### config.mk
export PLATFORM = sky130hd
export DESIGN_NAME = piso_arbiter_flat
export DESIGN_NICKNAME = d
export VERILOG_FILES = /design/src/rtl/piso_arbiter_if.sv /design/src/rtl/piso_arbiter.sv /design/src/flat_wrapper.sv
export SDC_FILE = /design/constraint.sdc
export NUM_CORES = 1
export LEC_CHECK = 0
export CAP_MARGIN = 10
export CORE_MARGIN = 4
export CORE_UTILIZATION = 40
export DETAILED_ROUTE_END_ITERATION = 8
export HOLD_SLACK_MARGIN = 0.15
export PLACE_DENSITY = 0.67
export SLEW_MARGIN = 20
export SYNTH_ARGS = -nofsm -noshare
export SYNTH_HDL_FRONTEND = slang
export SYNTH_SLANG_ARGS = --single-unit
### constraint.sdc
create_clock -name clk -period 2.29 [get_ports clk]
set_input_delay 0.229 -clock clk [delete_from_list [all_inputs] [get_ports clk]]
set_output_delay 0.229 -clock clk [all_outputs]
set_load 0.1 [all_outputs]
### src/rtl/piso_arbiter_if.sv
// piso_arbiter_if: requester, PISO and status signals shared by the arbiter and its environment
interface piso_arbiter_if #(parameter int NUM_REQ = 4);
   logic                   en;
   logic [NUM_REQ-1:0]     req;
   logic [2*NUM_REQ-1:0]   sym;
   logic [NUM_REQ-1:0]     ack;
   logic [NUM_REQ-1:0]     grant;
   logic [1:0]             piso_in;
   logic                   piso_valid;
   logic                   piso_done;
   logic                   busy;
   logic                   err_clr;
   logic                   timeout_err;
   modport master (input en, req, sym, piso_done, err_clr,
                   output ack, grant, piso_in, piso_valid, busy, timeout_err);
   modport slave  (output en, req, sym, piso_done, err_clr,
                   input ack, grant, piso_in, piso_valid, busy, timeout_err);
endinterface

### src/rtl/piso_arbiter.sv
// piso_arbiter: round-robin sequencer sharing one 2-bit PISO among NUM_REQ sources, with burst limit and watchdog
module piso_arbiter #(
   parameter int NUM_REQ   = 4,
   parameter int MAX_BURST = 4,
   parameter int TIMEOUT   = 15
) (
   input logic             clk,
   input logic             rst,
   piso_arbiter_if.master  bus
);
   localparam int IW = $clog2(NUM_REQ);
   localparam int BW = $clog2(MAX_BURST + 1);
   localparam int WW = $clog2(TIMEOUT);
   typedef enum logic [1:0] {IDLE, ISSUE, WAIT, ACK} state_t;
   state_t             r_state, w_next;
   logic [IW-1:0]      r_ptr, r_owner, r_last_owner, w_ptr_eff, w_win, w_owner_inc;
   logic [BW-1:0]      r_burst_cnt, w_burst_inc;
   logic [WW-1:0]      r_wd_cnt;
   logic [NUM_REQ-1:0] r_grant;
   logic [1:0]         r_piso_in;
   logic               r_timeout_err, w_cont, w_found, w_start, w_timeout;

   function automatic logic [IW-1:0] wrap(input int v);
      return IW'(v >= NUM_REQ ? v - NUM_REQ : v);
   endfunction

   // winner: an unfinished burst keeps the owner; a dropped burst rotates past its owner; else circular search
   always_comb begin
      w_cont      = r_burst_cnt != '0 && r_burst_cnt < BW'(MAX_BURST) && bus.req[r_last_owner];
      w_ptr_eff   = (r_burst_cnt != '0 && !bus.req[r_last_owner]) ? wrap(int'(r_last_owner) + 1) : r_ptr;
      w_owner_inc = wrap(int'(r_owner) + 1);
      w_burst_inc = (r_owner == r_last_owner) ? r_burst_cnt + 1'b1 : BW'(1);
      w_found     = 1'b0;
      w_win       = w_ptr_eff;
      for (int k = 0; k < NUM_REQ; k++)
         if (!w_found && bus.req[wrap(int'(w_ptr_eff) + k)]) begin
            w_found = 1'b1;
            w_win   = wrap(int'(w_ptr_eff) + k);
         end
      if (w_cont) w_win = r_last_owner;
   end

   // next state; piso_done beats a coincident timeout
   always_comb begin
      w_next    = r_state;
      w_start   = 1'b0;
      w_timeout = 1'b0;
      case (r_state)
         IDLE:  if (bus.en && w_found) begin
                   w_start = 1'b1;
                   w_next  = ISSUE;
                end
         ISSUE: w_next = WAIT;
         WAIT:  if (bus.piso_done) w_next = ACK;
                else if (r_wd_cnt == WW'(TIMEOUT - 1)) begin
                   w_timeout = 1'b1;
                   w_next    = IDLE;
                end
         default: w_next = IDLE;
      endcase
   end

   // state register
   always_ff @(posedge clk or posedge rst)
      if (rst) r_state <= IDLE;
      else     r_state <= w_next;

   // grant latch, watchdog count, burst and pointer bookkeeping, sticky error flag
   always_ff @(posedge clk or posedge rst) begin
      if (rst) begin
         r_ptr         <= '0;
         r_owner       <= '0;
         r_last_owner  <= '0;
         r_burst_cnt   <= '0;
         r_wd_cnt      <= '0;
         r_grant       <= '0;
         r_piso_in     <= '0;
         r_timeout_err <= 1'b0;
      end else begin
         case (r_state)
            IDLE:  if (w_start) begin
                      r_owner   <= w_win;
                      r_grant   <= NUM_REQ'(1) << w_win;
                      r_piso_in <= bus.sym[2*w_win +: 2];
                      r_ptr     <= w_ptr_eff;
                   end
            ISSUE: r_wd_cnt <= '0;
            WAIT:  if (w_timeout) begin
                      r_burst_cnt <= '0;
                      r_ptr       <= w_owner_inc;
                      r_grant     <= '0;
                   end else if (!bus.piso_done) r_wd_cnt <= r_wd_cnt + 1'b1;
            ACK:   begin
                      r_grant      <= '0;
                      r_last_owner <= r_owner;
                      if (w_burst_inc == BW'(MAX_BURST)) begin
                         r_burst_cnt <= '0;
                         r_ptr       <= w_owner_inc;
                      end else r_burst_cnt <= w_burst_inc;
                   end
         endcase
         r_timeout_err <= w_timeout | (r_timeout_err & ~bus.err_clr);
      end
   end

   assign bus.grant       = r_grant;
   assign bus.piso_in     = r_piso_in;
   assign bus.piso_valid  = r_state == ISSUE;
   assign bus.busy        = r_state != IDLE;
   assign bus.ack         = (r_state == ACK) ? r_grant : '0;
   assign bus.timeout_err = r_timeout_err;
endmodule

### src/flat_wrapper.sv
// flat-port wrapper written by rule: the top's interface ports become plain ports
module piso_arbiter_flat 
#(
   parameter int NUM_REQ   = 4,
   parameter int MAX_BURST = 4,
   parameter int TIMEOUT   = 15
)
  (clk, rst, bus_en, bus_req, bus_sym, bus_piso_done, bus_err_clr, bus_ack, bus_grant, bus_piso_in, bus_piso_valid, bus_busy, bus_timeout_err);
  piso_arbiter_if #(.NUM_REQ(NUM_REQ)) bus_i ();
  input logic clk;
  input logic rst;
  input wire logic [$bits(bus_i.en)-1:0] bus_en;
  input wire logic [$bits(bus_i.req)-1:0] bus_req;
  input wire logic [$bits(bus_i.sym)-1:0] bus_sym;
  input wire logic [$bits(bus_i.piso_done)-1:0] bus_piso_done;
  input wire logic [$bits(bus_i.err_clr)-1:0] bus_err_clr;
  output wire logic [$bits(bus_i.ack)-1:0] bus_ack;
  output wire logic [$bits(bus_i.grant)-1:0] bus_grant;
  output wire logic [$bits(bus_i.piso_in)-1:0] bus_piso_in;
  output wire logic [$bits(bus_i.piso_valid)-1:0] bus_piso_valid;
  output wire logic [$bits(bus_i.busy)-1:0] bus_busy;
  output wire logic [$bits(bus_i.timeout_err)-1:0] bus_timeout_err;
  assign bus_i.en = bus_en;
  assign bus_i.req = bus_req;
  assign bus_i.sym = bus_sym;
  assign bus_i.piso_done = bus_piso_done;
  assign bus_i.err_clr = bus_err_clr;
  assign bus_ack = bus_i.ack;
  assign bus_grant = bus_i.grant;
  assign bus_piso_in = bus_i.piso_in;
  assign bus_piso_valid = bus_i.piso_valid;
  assign bus_busy = bus_i.busy;
  assign bus_timeout_err = bus_i.timeout_err;
  piso_arbiter #(.NUM_REQ(NUM_REQ), .MAX_BURST(MAX_BURST), .TIMEOUT(TIMEOUT)) u_core (.clk(clk), .rst(rst), .bus(bus_i));
endmodule
# Word level (Yosys, flattened, before mapping)
# Cells that the tools add are included.
# totals
reg_bits	22
wordCells	125
# op_classes
n_eq_ne	13
magnitude_cmp	12
n_bitwise	3
n_reduce_logical	23
shifts	2
mux	50
add_sub_neg	13
# ops
op	count
$mux 2	18
$mux 4	5
$ge 3x3->1 const B	5
$lt 2x3->1 const B	5
$mux 1	14
$pmux 2 s3	2
$pmux 4 s3	1
$sub 2x1->2 const B	6
$bmux 1 s2	5
$add 2x1->3 const B	3
$mux 3	3
$ne 2x1->1 const B	4
$pmux 4 s2	1
$shiftx 8x4->2	1
$logic_and 1x1->1	7
$add 2x2->3 const B	2
$pmux 3 s2	1
$reduce_and 2->1	3
$reduce_and 3->1	2
$reduce_bool 2->1	3
$reduce_bool 3->1	2
$add 4x1->4 const B	1
$eq 2x2->1 const B	2
$eq 4x4->1 const B	1
15 further kinds	19

# Longest topological paths before layout
# depth
depth_word	24
mapped_depth	9

# Worst setup path before layout
# OpenSTA, ideal clock, no wires.
# synth_timing
path_type	reg2reg
startpoint	register u_core.r_burst_cnt[0]
endpoint	register u_core.r_piso_in[1], in the netlist u_core.bus.piso_in[1]
path_buffers	0
t_arrival_ns	2.050
stages_incl_launch_ff	10
period_less_slack_ns	2.188
path_slack_ns	0.102
path_cell_list	dfrtp_1 inv_1 ha_1 nor2b_1 nor3_2 a2111oi_1 a211oi_1 a21boi_2 mux2i_1 o221ai_2
# synth_between
elab_chain_len	21
word_cells_on_any_way	49
classes_between	add/sub: 7; order compare: 5; shift: 1; mux: 24; reduce/logical: 12
# synth_lines
item	line_no	source
from (decl)	piso_arbiter.sv:17	logic [BW-1:0] r_burst_cnt, w_burst_inc;
from (signal assigned)	piso_arbiter.sv:99	end else r_burst_cnt <= w_burst_inc;
branches (longest 21 deep; another with $add 2x1->3)	-	
to (signal assigned)	piso_arbiter.sv:84	r_piso_in <= bus.sym[2*w_win +: 2];
to (decl)	piso_arbiter.sv:20	logic [1:0] r_piso_in;
# Parallel ways; which one is timed is not known. The select of a mux whose other input is x is not followed.
# A chain may end at the register's enable or synchronous reset.

# Worst setup path in the final report
# layout_timing
startpoint	register u_core.r_burst_cnt[1]
endpoint	register u_core.r_piso_in[0], in the netlist u_core.bus.piso_in[0]
# Same word-level chain as after synthesis.

==> flow_summary.ini <==
[synth]
synth_edf_count = 0
asyncSetResetFlopFracSynth_pct = 100
synth.net_count = 194
yosysWarningCount = 0
ys_seq_elements = 22
synth_sequential_area_ratio_pct = 35.7
post_synth_mux_area_share_pct = 6.48
synthXorXnorAreaFrac_pct = 3.97
yosys.area_share.adder_pct = 3.24
synth_area_um2 = 1540
synthSimpleGateAreaFrac_pct = 22.7
post_synth.cell_area_avg_um2 = 8.92
synth_flop_cell = sky130_fd_sc_hd__dfrtp_1
synthesis.instances = 173
largest_family_of_logic_cells_by_synthesized_area = compound AO/OA/AOI/OAI gates
synth_cell_types = 48
synth-compound-area-share_pct = 24.1

[sta]
post-route-period-util_pct = 101
setup_viol = 2
finalHoldViolations = 0
layout_setup_ws_ns = -0.0309
grt_setup_unrepaired = true
fmax_mhz = 431
maxSlewHeadroom_pct = 43.4
finClkSkew_ns = 0.00499
max_slew.worst_pin.slew_ns = 0.847
finalSetupTns_ns = -0.0579
post-route-min-period_ns = 2.32
drv_slew = 0

[drt]
via_count = 1587
ant_nets = 0
drt-total-wl_um = 4410
vias_per_cell = 5.65
avgRoutedWirePerCell_um = 15.7
dr.first_iter.drc_count = 80
post-route-drc-count = 0
dr.pass1.iters = 4

[setup_path]
timing_worst_setup_path_type = reg -> reg
crit_chain = inv_1 -> ha_2 -> buf_6 -> nand2b_4 -> and3_4 -> a2111oi_0 -> a21o_1 -> a41o_1 -> o21ai_1 -> o221ai_2
crit_slowest_cell = sky130_fd_sc_hd__a2111oi_0
critical-path-max-stage-delay_ns = 0.51
worst_ep_required_time_ns = 2.47
worst_ep_arrival_time_ns = 2.50
critical_path.startpoint_type = flip-flop
regToRegSetupSlack_ns = -0.03
critPathCaptureType = flip-flop
path_max_fanout = 5

[global_routing]
antenna_found_initial = 0
global_route.overflow_total = 0
grt_start_max_net_pins = 23
grt_pass1_wl_um = 7080
globalRouteTotalUtil_pct = 17.3
grt_pass1_vias = 1616

[placed_design]
place.detailed.hpwl_um = 3170
placed_cells = 274
port_buffers = 29
gpl.final_weighted_congestion = 0.856

[clock_tree]
clock_sink_count = 22
deepest_level_of_the_cts_h_tree = 1
cts.path.max_buffers = 2
tritoncts.num_buffers = 3
cts-hold-fix-buffers = 0
clock_tree_from_tritoncts = built
insertion_delay_ns = 0.26
root_buffer = sky130_fd_sc_hd__clkbuf_8
clock_pin_slew_on_the_worst_setup_and_hold_paths_ns = 0.08

[worst_hold_path]
timing.hold.worst.class = in -> async

[die]
rows = 22
die-width_um = 70.1
core_um2 = 3690
io_pins = 30
chipHeight_um = 70.1
dieArea_um2 = 4920
initial_utilization_pct = 41.9

[power]
power_leakage_nw = 1.03
vdd_ir_drop_max_mv = 1.05
power.density_cell_area_nw_per_um2 = 1580

[cells_and_area]
final_stage_net_count = 256
syn2layout_area_growth_pct = 47.0
layout.cells.non_filler = 281
layout-drive-gt1-share_pct = 35.6
diodes = 0

[status]
violations = negative setup slack
run_status = complete, but fails checks

[flow_run]
maximum_capacitance_violations = 0
-- kinds of logic after synthesis --
kind of cell | Yosys count
and+or+nand+nor | 67
AOI/OAI and AO/OA | 49
DFF | 22
buffers and inverters | 15
muxes | 9
xor gates and xnor gates | 7
adders and majority gates | 4
-- synthesized netlist by cell type, types with 3 or more instances --
master,n,share of area [%]
sky130_fd_sc_hd__a32o_1,3,1.9
sky130_fd_sc_hd__mux2i_1,4,2.6
sky130_fd_sc_hd__nand3_1,5,1.6
sky130_fd_sc_hd__mux2_2,4,2.9
sky130_fd_sc_hd__and2_1,3,1.2
sky130_fd_sc_hd__nor3_1,4,1.3
sky130_fd_sc_hd__inv_1,10,2.4
sky130_fd_sc_hd__nand2b_1,4,1.6
sky130_fd_sc_hd__nand2_1,17,4.1
sky130_fd_sc_hd__nor2_1,14,3.4
sky130_fd_sc_hd__nor2b_1,3,1.2
sky130_fd_sc_hd__o21ai_0,13,4.2
sky130_fd_sc_hd__ha_1,4,3.2
sky130_fd_sc_hd__dfrtp_1,22,36
sky130_fd_sc_hd__or2_2,3,1.2
sky130_fd_sc_hd__a21oi_1,6,1.9
sky130_fd_sc_hd__clkbuf_1,3,0.73
sky130_fd_sc_hd__and3_1,6,2.4
sky130_fd_sc_hd__xnor2_1,5,2.8
-- metal layers --
metal / vias up / wire length (µm) / share of wire [%] / global-route usage (%)
met4: 0 / 134 / 3.0 / 7.45
met3: 15 / 177 / 4.0 / 2.45
met2: 54 / 2220 / 50 / 29.6
met5: - / 0 / 0 / 0
met1: 764 / 1880 / 43 / 21.4
li1: 754 / - / - / -
-- state kept, by name, summed over array words and instances (netlist names) --
signal and count:
u_core.bus.grant 4, u_core.bus.piso_in 2, u_core.bus.timeout_err 1, u_core.r_burst_cnt 3, u_core.r_last_owner 2, u_core.r_owner 2
u_core.r_ptr 2, u_core.r_state 2, u_core.r_wd_cnt 4
-- where the power goes --
group,internal [mW],switching [mW],total (mW),leakage (nW)
combinational,1.11,1.50,2.60,0.727
sequential,0.546,0.193,0.739,0.279
clock,0.117,0.118,0.236,0.0216
-- through the flow --
stage / utilization (%) / hold WS, ns / area, µm² / setup WS (ns) / total power [mW]
3_3_place_gp: 55.8 / 0.476 / 2060 / -0.169 / 2.91
2_1_floorplan: - / 0.218 / 1540 / 0.102 / 2.28
3_5_place_dp: 55.8 / 0.499 / 2060 / -0.247 / 2.97
4_1_cts: 59.0 / 0.466 / 2180 / 0.000584 / 3.36
5_1_grt: 61.5 / 0.526 / 2270 / -0.182 / 3.81
6_report: 61.5 / 0.440 / 2270 / -0.0309 / 3.58
-- worst max-delay path: cells and delay by family (launching register included) --
kind                       cells  cell delay [ns]
and+or+nand+nor                2             0.26
adders and majority gates      1             0.18
buffers and inverters          2             0.17
AOI/OAI and AO/OA              5             1.25
DFF                            1             0.38
-- cells in the final DEF, fill, tap and decap left out, drive strengths merged, types with 5 or more instances in the layout --
cell           netlist  routed
o21ai               14      14
nand3                5       5
nand2               18      18
inv                 10      10
buf                  2      46
nor2                14      14
dfrtp               22      22
nor3                 5       5
a21oi                6       6
and3                 6       6
mux2                 5       5
xnor2                5       5
clkdlybuf4s50        0      16
-- repair_timing --
| item | CTS | global route |
|---|---|---|
| setup endpoints to repair | 8 | 6 |
| pin swaps | 4 | 13 |
| hold endpoints to repair | 0 | 0 |
| buffers inserted | 3 | 1 |
| gates resized for setup | 13 | 15 |
-- worst paths after layout --
kind	start	endpoint	depth (start not counted)
setup / recovery	u_core.r_burst_cnt[1]	u_core.bus.piso_in[0]	10
hold / removal	rst	u_core.bus.timeout_err	2
setup reg to reg	u_core.r_burst_cnt[1]	u_core.bus.piso_in[0]	10
hold reg to reg	u_core.bus.grant[0]	u_core.bus.grant[0]	2
max in group asynchronous	rst	u_core.r_last_owner[0]	2
min in group clk	u_core.bus.grant[0]	u_core.bus.grant[0]	2
-- final cells by class --
class                           count  area, µm²
Multi-Input combinational cell    136       1060
Timing Repair Buffer               62        517
Fill cell                         316       1420
Sequential cell                    22        552
Clock buffer                        3       41.3
Inverter                           10       37.5
Tap cell                           48       60.1
(Power assumes the default switching activity.)
